===== config.mk =====
export PLATFORM = sky130hd
export DESIGN_NAME = branch_predictor
export DESIGN_NICKNAME = d
export VERILOG_FILES = /design/src/rtl/branch_predictor.sv
export SDC_FILE = /design/constraint.sdc
export NUM_CORES = 1
export LEC_CHECK = 0
export CAP_MARGIN = 20
export CORE_MARGIN = 2
export CORE_UTILIZATION = 55
export CTS_CLUSTER_SIZE = 30
export DETAILED_ROUTE_END_ITERATION = 12
export HOLD_SLACK_MARGIN = 0.03
export PLACE_DENSITY = 0.75
export SLEW_MARGIN = 15
export SYNTH_ARGS = -nofsm -noshare
export SYNTH_HDL_FRONTEND = slang
export SYNTH_SLANG_ARGS = --single-unit

===== constraint.sdc =====
create_clock -name clk -period 18 [get_ports clk]
set_clock_uncertainty 0.1 [all_clocks]
set_input_delay 5.4 -clock clk [delete_from_list [all_inputs] [get_ports clk]]
set_output_delay 5.4 -clock clk [all_outputs]
set_load 0.05 [all_outputs]

===== src/rtl/branch_predictor.sv =====
// Branch target buffer with 2-bit saturating direction counters.
// IF does a zero-latency lookup on pcF. The resolved instruction in MEM updates the table,
// detects mispredicts and supplies the redirect PC. Hit/mispredict statistics are exported.
module branch_predictor #(
    parameter int unsigned ENTRIES = 16,
    parameter int unsigned IDX_W   = 4,
    parameter int unsigned TAG_W   = 8
) (
    input  logic        clk,
    input  logic        clr,
    input  logic [31:0] pcF,
    output logic        predTakenF,
    output logic [31:0] predTargetF,
    input  logic        instValidM,
    input  logic        isCtlM,
    input  logic        isJumpM,
    input  logic [31:0] pcM,
    input  logic        takenM,
    input  logic [31:0] targetM,
    input  logic        predTakenM,
    input  logic [31:0] predTargetM,
    output logic        mispredictM,
    output logic [31:0] redirectPcM,
    output logic [31:0] ctlCnt,
    output logic [31:0] missCnt
);

    localparam int unsigned TAG_LO = IDX_W + 2;
    localparam int unsigned TAG_HI = IDX_W + TAG_W + 1;

    // Table storage, one row per entry
    logic [ENTRIES-1:0]             valid_q;
    logic [ENTRIES-1:0][TAG_W-1:0]  tag_q;
    logic [ENTRIES-1:0][31:0]       target_q;
    logic [ENTRIES-1:0][1:0]        ctr_q;

    logic [31:0] ctl_cnt_q;
    logic [31:0] miss_cnt_q;

    logic [IDX_W-1:0] idx_f;
    logic [TAG_W-1:0] tag_f;
    logic             hit_f;

    logic [IDX_W-1:0] idx_m;
    logic [TAG_W-1:0] tag_m;
    logic             hit_m;
    logic             upd_en;
    logic             alias_en;

    logic             ent_we;
    logic             ent_valid_d;
    logic [TAG_W-1:0] ent_tag_d;
    logic [31:0]      ent_target_d;
    logic [1:0]       ent_ctr_d;

    // PC bits outside the index/tag fields carry no information for the table
    logic unused_pc_bits;
    assign unused_pc_bits = ^{pcF[1:0], pcF[31:TAG_HI+1], pcM[1:0], pcM[31:TAG_HI+1]};

    assign idx_f = pcF[IDX_W+1:2];
    assign tag_f = pcF[TAG_HI:TAG_LO];
    assign idx_m = pcM[IDX_W+1:2];
    assign tag_m = pcM[TAG_HI:TAG_LO];

    // Fetch-side lookup from the registered table (read-before-write on a same-cycle update)
    always_comb begin
        hit_f       = valid_q[idx_f] && (tag_q[idx_f] == tag_f);
        predTakenF  = hit_f & ctr_q[idx_f][1];
        predTargetF = predTakenF ? target_q[idx_f] : pcF + 32'd4;
    end

    // MEM-side next-entry computation: counter training, allocation and alias invalidation
    always_comb begin
        upd_en       = instValidM & isCtlM;
        alias_en     = instValidM & ~isCtlM & predTakenM;
        hit_m        = valid_q[idx_m] && (tag_q[idx_m] == tag_m);
        ent_we       = 1'b0;
        ent_valid_d  = valid_q[idx_m];
        ent_tag_d    = tag_q[idx_m];
        ent_target_d = target_q[idx_m];
        ent_ctr_d    = ctr_q[idx_m];
        if (upd_en) begin
            if (hit_m) begin
                ent_we = 1'b1;
                if (isJumpM) begin
                    ent_ctr_d = 2'd3;
                end else if (takenM) begin
                    ent_ctr_d = (ctr_q[idx_m] == 2'd3) ? 2'd3 : ctr_q[idx_m] + 2'd1;
                end else begin
                    ent_ctr_d = (ctr_q[idx_m] == 2'd0) ? 2'd0 : ctr_q[idx_m] - 2'd1;
                end
                if (takenM) begin
                    ent_target_d = targetM;
                end
            end else if (takenM) begin
                ent_we       = 1'b1;
                ent_valid_d  = 1'b1;
                ent_tag_d    = tag_m;
                ent_target_d = targetM;
                ent_ctr_d    = isJumpM ? 2'd3 : 2'd2;
            end
        end else if (alias_en && hit_m) begin
            // A non-control instruction was predicted taken: drop the stale entry
            ent_we      = 1'b1;
            ent_valid_d = 1'b0;
        end
    end

    // Mispredict detection and the correct fetch address
    always_comb begin
        mispredictM = instValidM &
                      ((isCtlM & (predTakenM != takenM)) |
                       (isCtlM & takenM & predTakenM & (predTargetM != targetM)) |
                       (~isCtlM & predTakenM));
        redirectPcM = (isCtlM & takenM) ? targetM : pcM + 32'd4;
    end

    // Valid bits and counters: cleared by reset, reset wins over a same-cycle update
    always_ff @(posedge clk) begin
        if (clr) begin
            valid_q <= '0;
            ctr_q   <= {ENTRIES{2'd1}};
        end else if (ent_we) begin
            valid_q[idx_m] <= ent_valid_d;
            ctr_q[idx_m]   <= ent_ctr_d;
        end
    end

    // Tag and target payload, not reset
    always_ff @(posedge clk) begin
        if (!clr && ent_we) begin
            tag_q[idx_m]    <= ent_tag_d;
            target_q[idx_m] <= ent_target_d;
        end
    end

    // Saturating statistics counters
    always_ff @(posedge clk) begin
        if (clr) begin
            ctl_cnt_q  <= '0;
            miss_cnt_q <= '0;
        end else begin
            if (upd_en && (ctl_cnt_q != 32'hFFFF_FFFF)) begin
                ctl_cnt_q <= ctl_cnt_q + 32'd1;
            end
            if (mispredictM && (miss_cnt_q != 32'hFFFF_FFFF)) begin
                miss_cnt_q <= miss_cnt_q + 32'd1;
            end
        end
    end

    assign ctlCnt  = ctl_cnt_q;
    assign missCnt = miss_cnt_q;

endmodule


# After elaboration in Yosys (flattened, before gate mapping)
# Cells that the tools add are included.
# classes
add_sub_neg	6
multipliers	0
div_mod_pow	0
n_lt_le_gt_ge	3
eq_ne	7
shift	0
n_mux	51
bitwise	13
n_reduce_logical	9
# op_table
operator	n
bitwise mux 512 bit	1
binary-select mux 32 bit (select 4 bit)	2
two-way mux 32 bit	7
bitwise mux 128 bit	1
demux 32 bit (select 4 bit)	1
adder 32 x 1 -> 32 bit (second input constant)	2
adder 32 x 3 -> 32 bit (second input constant)	2
binary-select mux 8 bit (select 4 bit)	2
!= test 32 bit (second input constant)	2
two-way mux 8 bit	6
bitwise mux 32 bit	1
demux 8 bit (select 4 bit)	1
!= test 32 bit	1
two-way mux 2 bit	10
binary-select mux 2 bit (select 4 bit)	2
bitwise mux 16 bit	1
equality test 8 bit	2
two-way mux 1 bit	12
AND 1 bit	10
< comparator 4 x 5 -> 1 bit (second input constant)	2
binary-select mux 1 bit (select 4 bit)	2
demux 2 bit (select 4 bit)	1
logical AND 1 bit	7
demux 1 bit (select 4 bit)	1
other kinds (9)	10
# totals
regBits	752
latchBits	0
ram_bits	0
mem_bits_ro	0
out_inout_bits	130
wordCells	140
memories	0

# Logic depth before layout (Yosys ltp)
# depth
depth_word	9
mapped_depth	15

# Worst setup path before layout
# Ideal clock, no wire load.
# synth_path
path_kind	in2out
from	in pcF[2]
to	out predTargetF[22]
t_arrival_ns	8.874
t_required_ns	12.500
path_slack_ns	3.626
cell_stages	10
path_buffers	5
cell_sequence	buf_2 buf_2 mux4_2 mux4_2 xor2_1 or4_1 buf_2 buf_2 buf_2 a21oi_1
# synth_between
elab_chain_len	6
elab_cells_between_ends	13
cone_classes	add/sub (1); eq/ne (1); mux (9); bitwise (1); reduce/logical (1)
# synth_lines
element	line_no	rtl
start, declared	11	input logic [31:0] pcF,
binary-select mux 8 bit (select 4 bit)	67	hit_f = valid_q[idx_f] && (tag_q[idx_f] == tag_f);
two-way mux 8 bit (not written as such)	67	
equality test 8 bit	67	
logical AND 1 bit	67	
AND 1 bit	68	predTakenF = hit_f & ctr_q[idx_f][1];
two-way mux 32 bit (*)	69	predTargetF = predTakenF ? target_q[idx_f] : pcF + 32'd4;
end, declared	13	output logic [31:0] predTargetF,
# Mark *: on every way between the ends. The rest lies on a longest branch, timed or not. The select of a mux whose other input is x is not followed.

# Worst setup path after layout
# layout_path
from	in pcF[3]
to	out predTargetF[31]
# Same word-level chain as after synthesis.

==> metrics <==
CTS HTree Levels=3; share of the synthesized netlist area taken by xor and xnor gates=3.750%; met1 wire length=38770 um; basic-gate share of the synthesized area counting and, or, nand and nor cells=7.075%; Worst path slowest cell=clkdlybuf4s50_1; Gate Count Post-Synth=2329; power density over cell area=92.65 nW/um2; Main synth FF type=edfxtp_1; max-slew headroom at the worst pin=19.64%; syn nets=2471; top post-synthesis cells by area=edfxtp_1 (52%), mux4_2 (23%), dfxtp_1 (6.0%), nand2_1 (2.1%), xnor2_1 (1.9%); Clock Root Buffer=clkbuf_16; largest net degree at the start of global routing=90; share of cells above drive strength 1=23.14%; required arrival time at the worst endpoint=12.50 ns; wire length per cell=31.47 um; share of async-settable or async-resettable flops after synthesis=0%; DRC=0; post-synthesis sequential area ratio=57.79%; count of final max-slew check failures=0; Placement Rows=95; cell internal power dissipation=3061 uW; combined global-route utilization of all metal layers=31.77%; area taken by multi-input logic gates=15010 um2; aggregate routed wire length=110000 um; min-delay worst type=register to register; Floorplan Core Area=67040 um2; main combinational cell family by area after synthesis=multiplexers; cell family with most CP delay=simple AND/OR/NAND/NOR gates; Final Cycle Share=86.04%; adder-cell area share of the yosys netlist=0.2628%; Final Hold Viols=0; number of global-route vias before repair=24230; Setup CP Type=input port to output pin; Critical path buffers and inverters=3; combined flip-flop and latch cell area=21460 um2; Detailed Route Iter0 Violations=3350; die area=69620 um2; top layer used by detailed routing=met5; fill cell instance count of the final layout=4521; summed instance area of the synthesized netlist=37140 um2; die width=263.9 um; Static Leakage=0.01385 uW; maxcap violations=0; count of port buffers added during placement=264; initial antenna violation count=4; clock network fraction of total power=41.4%; hold slack=0.3849 ns; number of iterations in the first detailed-routing pass=7; clock insertion delay at the later pin of the skew report=0.63 ns; type of destination of the critical path=output pin; vias per cell=6.946; switching fraction of total power=23.63%; Max clock buf depth=3; Setup crit start kind=input port; Yosys warning count=0; clock net sink count=752; share of the synthesized area in the top cell type=51.75%; CTS clk-pin slew, worst paths=0.06 ns; synthesis-stage register bit count=752; fraction of synthesized area in multiplexers=25.46%; Crit Path Max Fanout=57; EDFF count, synth=640; proportion of power drawn by flip-flops and latches=48.1%; R2R setup slack=13.03 ns; global route total overflow=0; RePlAce Congestion=0.9076; Final #Nets=2701; unrepaired setup endpoints after global routing=false; met3 routed WL=16390 um; proportion of power drawn by combinational gates=10.5%; data arrival at the endpoint of the critical path=9.99 ns; Slew @ Worst Pin=1.205 ns; initial cell density of the core=55.40%; Post-DP HPWL=65870 um; total CTS buffers=79; number of cells upsized or downsized after cts=0; Max Clock Freq=64.57 MHz; final core occ=64.52%; number of unique standard cell types used by synthesis=64; switching power total=947.2 uW; minimum clock period after layout=15.49 ns; Setup TNS=0 ns; Setup Fix Bufs, Post-CTS=0; delay contributed by the slowest stage of the critical path=0.95 ns; wire length of the first global-routing pass=160400 um; via count of the routed design=24270; CTS tree=done; number of top-level pins=265; cells traversed along the worst timing path=buf_6 -> buf_4 -> and4_1 -> nand4_1 -> nor2_1 -> and3_1 -> nor2b_1 -> nand3_1 -> xor2_1 -> a21oi_1 -> clkdlybuf4s50_1; met2 WL post-DR=50710 um; maximum VDD drop=0.09361 mV; status=completed; Die H=263.9 um; synth-to-layout area growth=16.47%; most area-hungry cell type in the Yosys netlist=edfxtp_1; post-synthesis area per instance=15.95 um2; antenna violation net count after detailed routing=0; hold buffer count at CTS=0; Compound-Gate Fraction of Synth Area=3.453%; number of setup violations in the final report=0
[path summary, 6_finish.rpt]
| kind | endpoint | start | cells after the start |
|---|---|---|---|
| setup reg to reg | target_q[181] | tag_q[68] | 10 |
| hold / removal | ctr_q[22] | ctr_q[22] | 2 |
| hold reg to reg | ctr_q[22] | ctr_q[22] | 2 |
| setup / recovery | predTargetF[31] | pcF[3] | 11 |
[flip-flops by register name (all words and copies together), names as in the netlist]
| register | count |
|---|---|
| tag_q | 128 |
| target_q | 512 |
| ctr_q | 32 |
| missCnt | 32 |
| ctlCnt | 32 |
| valid_q | 16 |
[cell type report]
cell class,count,share of cell area (%)
Sequential cell,752,49.61
Multi-Input combinational cell,1395,34.70
Timing Repair Buffer,306,6.861
Clock buffer,94,4.868
Tap cell,873,2.525
Clock inverter,47,1.200
Inverter,25,0.2169
Antenna cell,2,0.01157
[cells in the final DEF (no fill, tap or decap), types with 30 or more instances in the layout]
| master | Yosys | final |
|---|---|---|
| buf_4 | 9 | 42 |
| a21oi_1 | 71 | 70 |
| nand3_1 | 60 | 60 |
| nand2_1 | 210 | 209 |
| nor2_1 | 148 | 140 |
| nor3_1 | 31 | 30 |
| edfxtp_1 | 640 | 640 |
| clkbuf_16 | 0 | 81 |
| dfxtp_1 | 112 | 112 |
| xor2_1 | 79 | 79 |
| mux4_2 | 383 | 383 |
| clkdlybuf4s50_1 | 0 | 256 |
| o21ai_0 | 56 | 56 |
| xnor2_1 | 80 | 80 |
[cells in the mapped netlist, types with 28 or more instances]
cell type  number
a21oi_1        71
buf_1          29
clkbuf_1       86
dfxtp_1       112
edfxtp_1      640
mux2i_1        28
mux4_2        383
nand2_1       210
nand3_1        60
nand4_1        28
nor2_1        148
nor3_1         31
o21ai_0        56
xnor2_1        80
xor2_1         79
[logic make-up (layout without fill, tap and decap cells)]
group / count (synthesis) / after routing
simple gates: 578 / 578
flops: 752 / 752
fa+ha+maj: 8 / 8
compound gates: 206 / 206
mux: 444 / 444
xor+xnor: 159 / 159
buf+inv: 182 / 472
other cells: 0 / 2
[worst reg2reg max path: cells and delay by family, from the launching register on]
| family | cells | cell delay (ns) |
|---|---|---|
| AO/OA/AOI/OAI | 3 | 1.24 |
| buffers and inverters | 2 | 1.02 |
| multiplexers | 2 | 0.80 |
| AND/OR/NAND/NOR | 2 | 0.80 |
| flip-flops | 1 | 0.39 |
| XOR/XNOR | 1 | 0.17 |
[metal layers]
metal  track usage (%)  vias up
met1             41.71    12350
met5                 0        -
met3             12.14      269
li1                  -     9788
met2             48.47     1862
met4             12.21        2
[stage by stage]
step / cell area (um2) / power [uW] / cells / worst slack, ns
CTS: 43230 / 4018 / 3490 / 2.532
global placement: 40600 / 2372 / 3348 / 2.598
global route: 43250 / 4110 / 3492 / 2.401
floorplan: 37140 / 2227 / 2329 / 3.626
finish: 43260 / 4008 / 3494 / 2.513
detailed placement: 40600 / 2379 / 3349 / 2.538
[power by group through the flow]
stage	clock (uW)	combinational (uW)	sequential [uW]
6_report	1660	420	1930
5_1_grt	1740	442	1930
4_1_cts	1670	416	1930
3_5_place_dp	0	414	1960
3_3_place_gp	0	408	1960
2_1_floorplan	0	261	1970
Note: power is estimated with default switching activity, not from simulation.
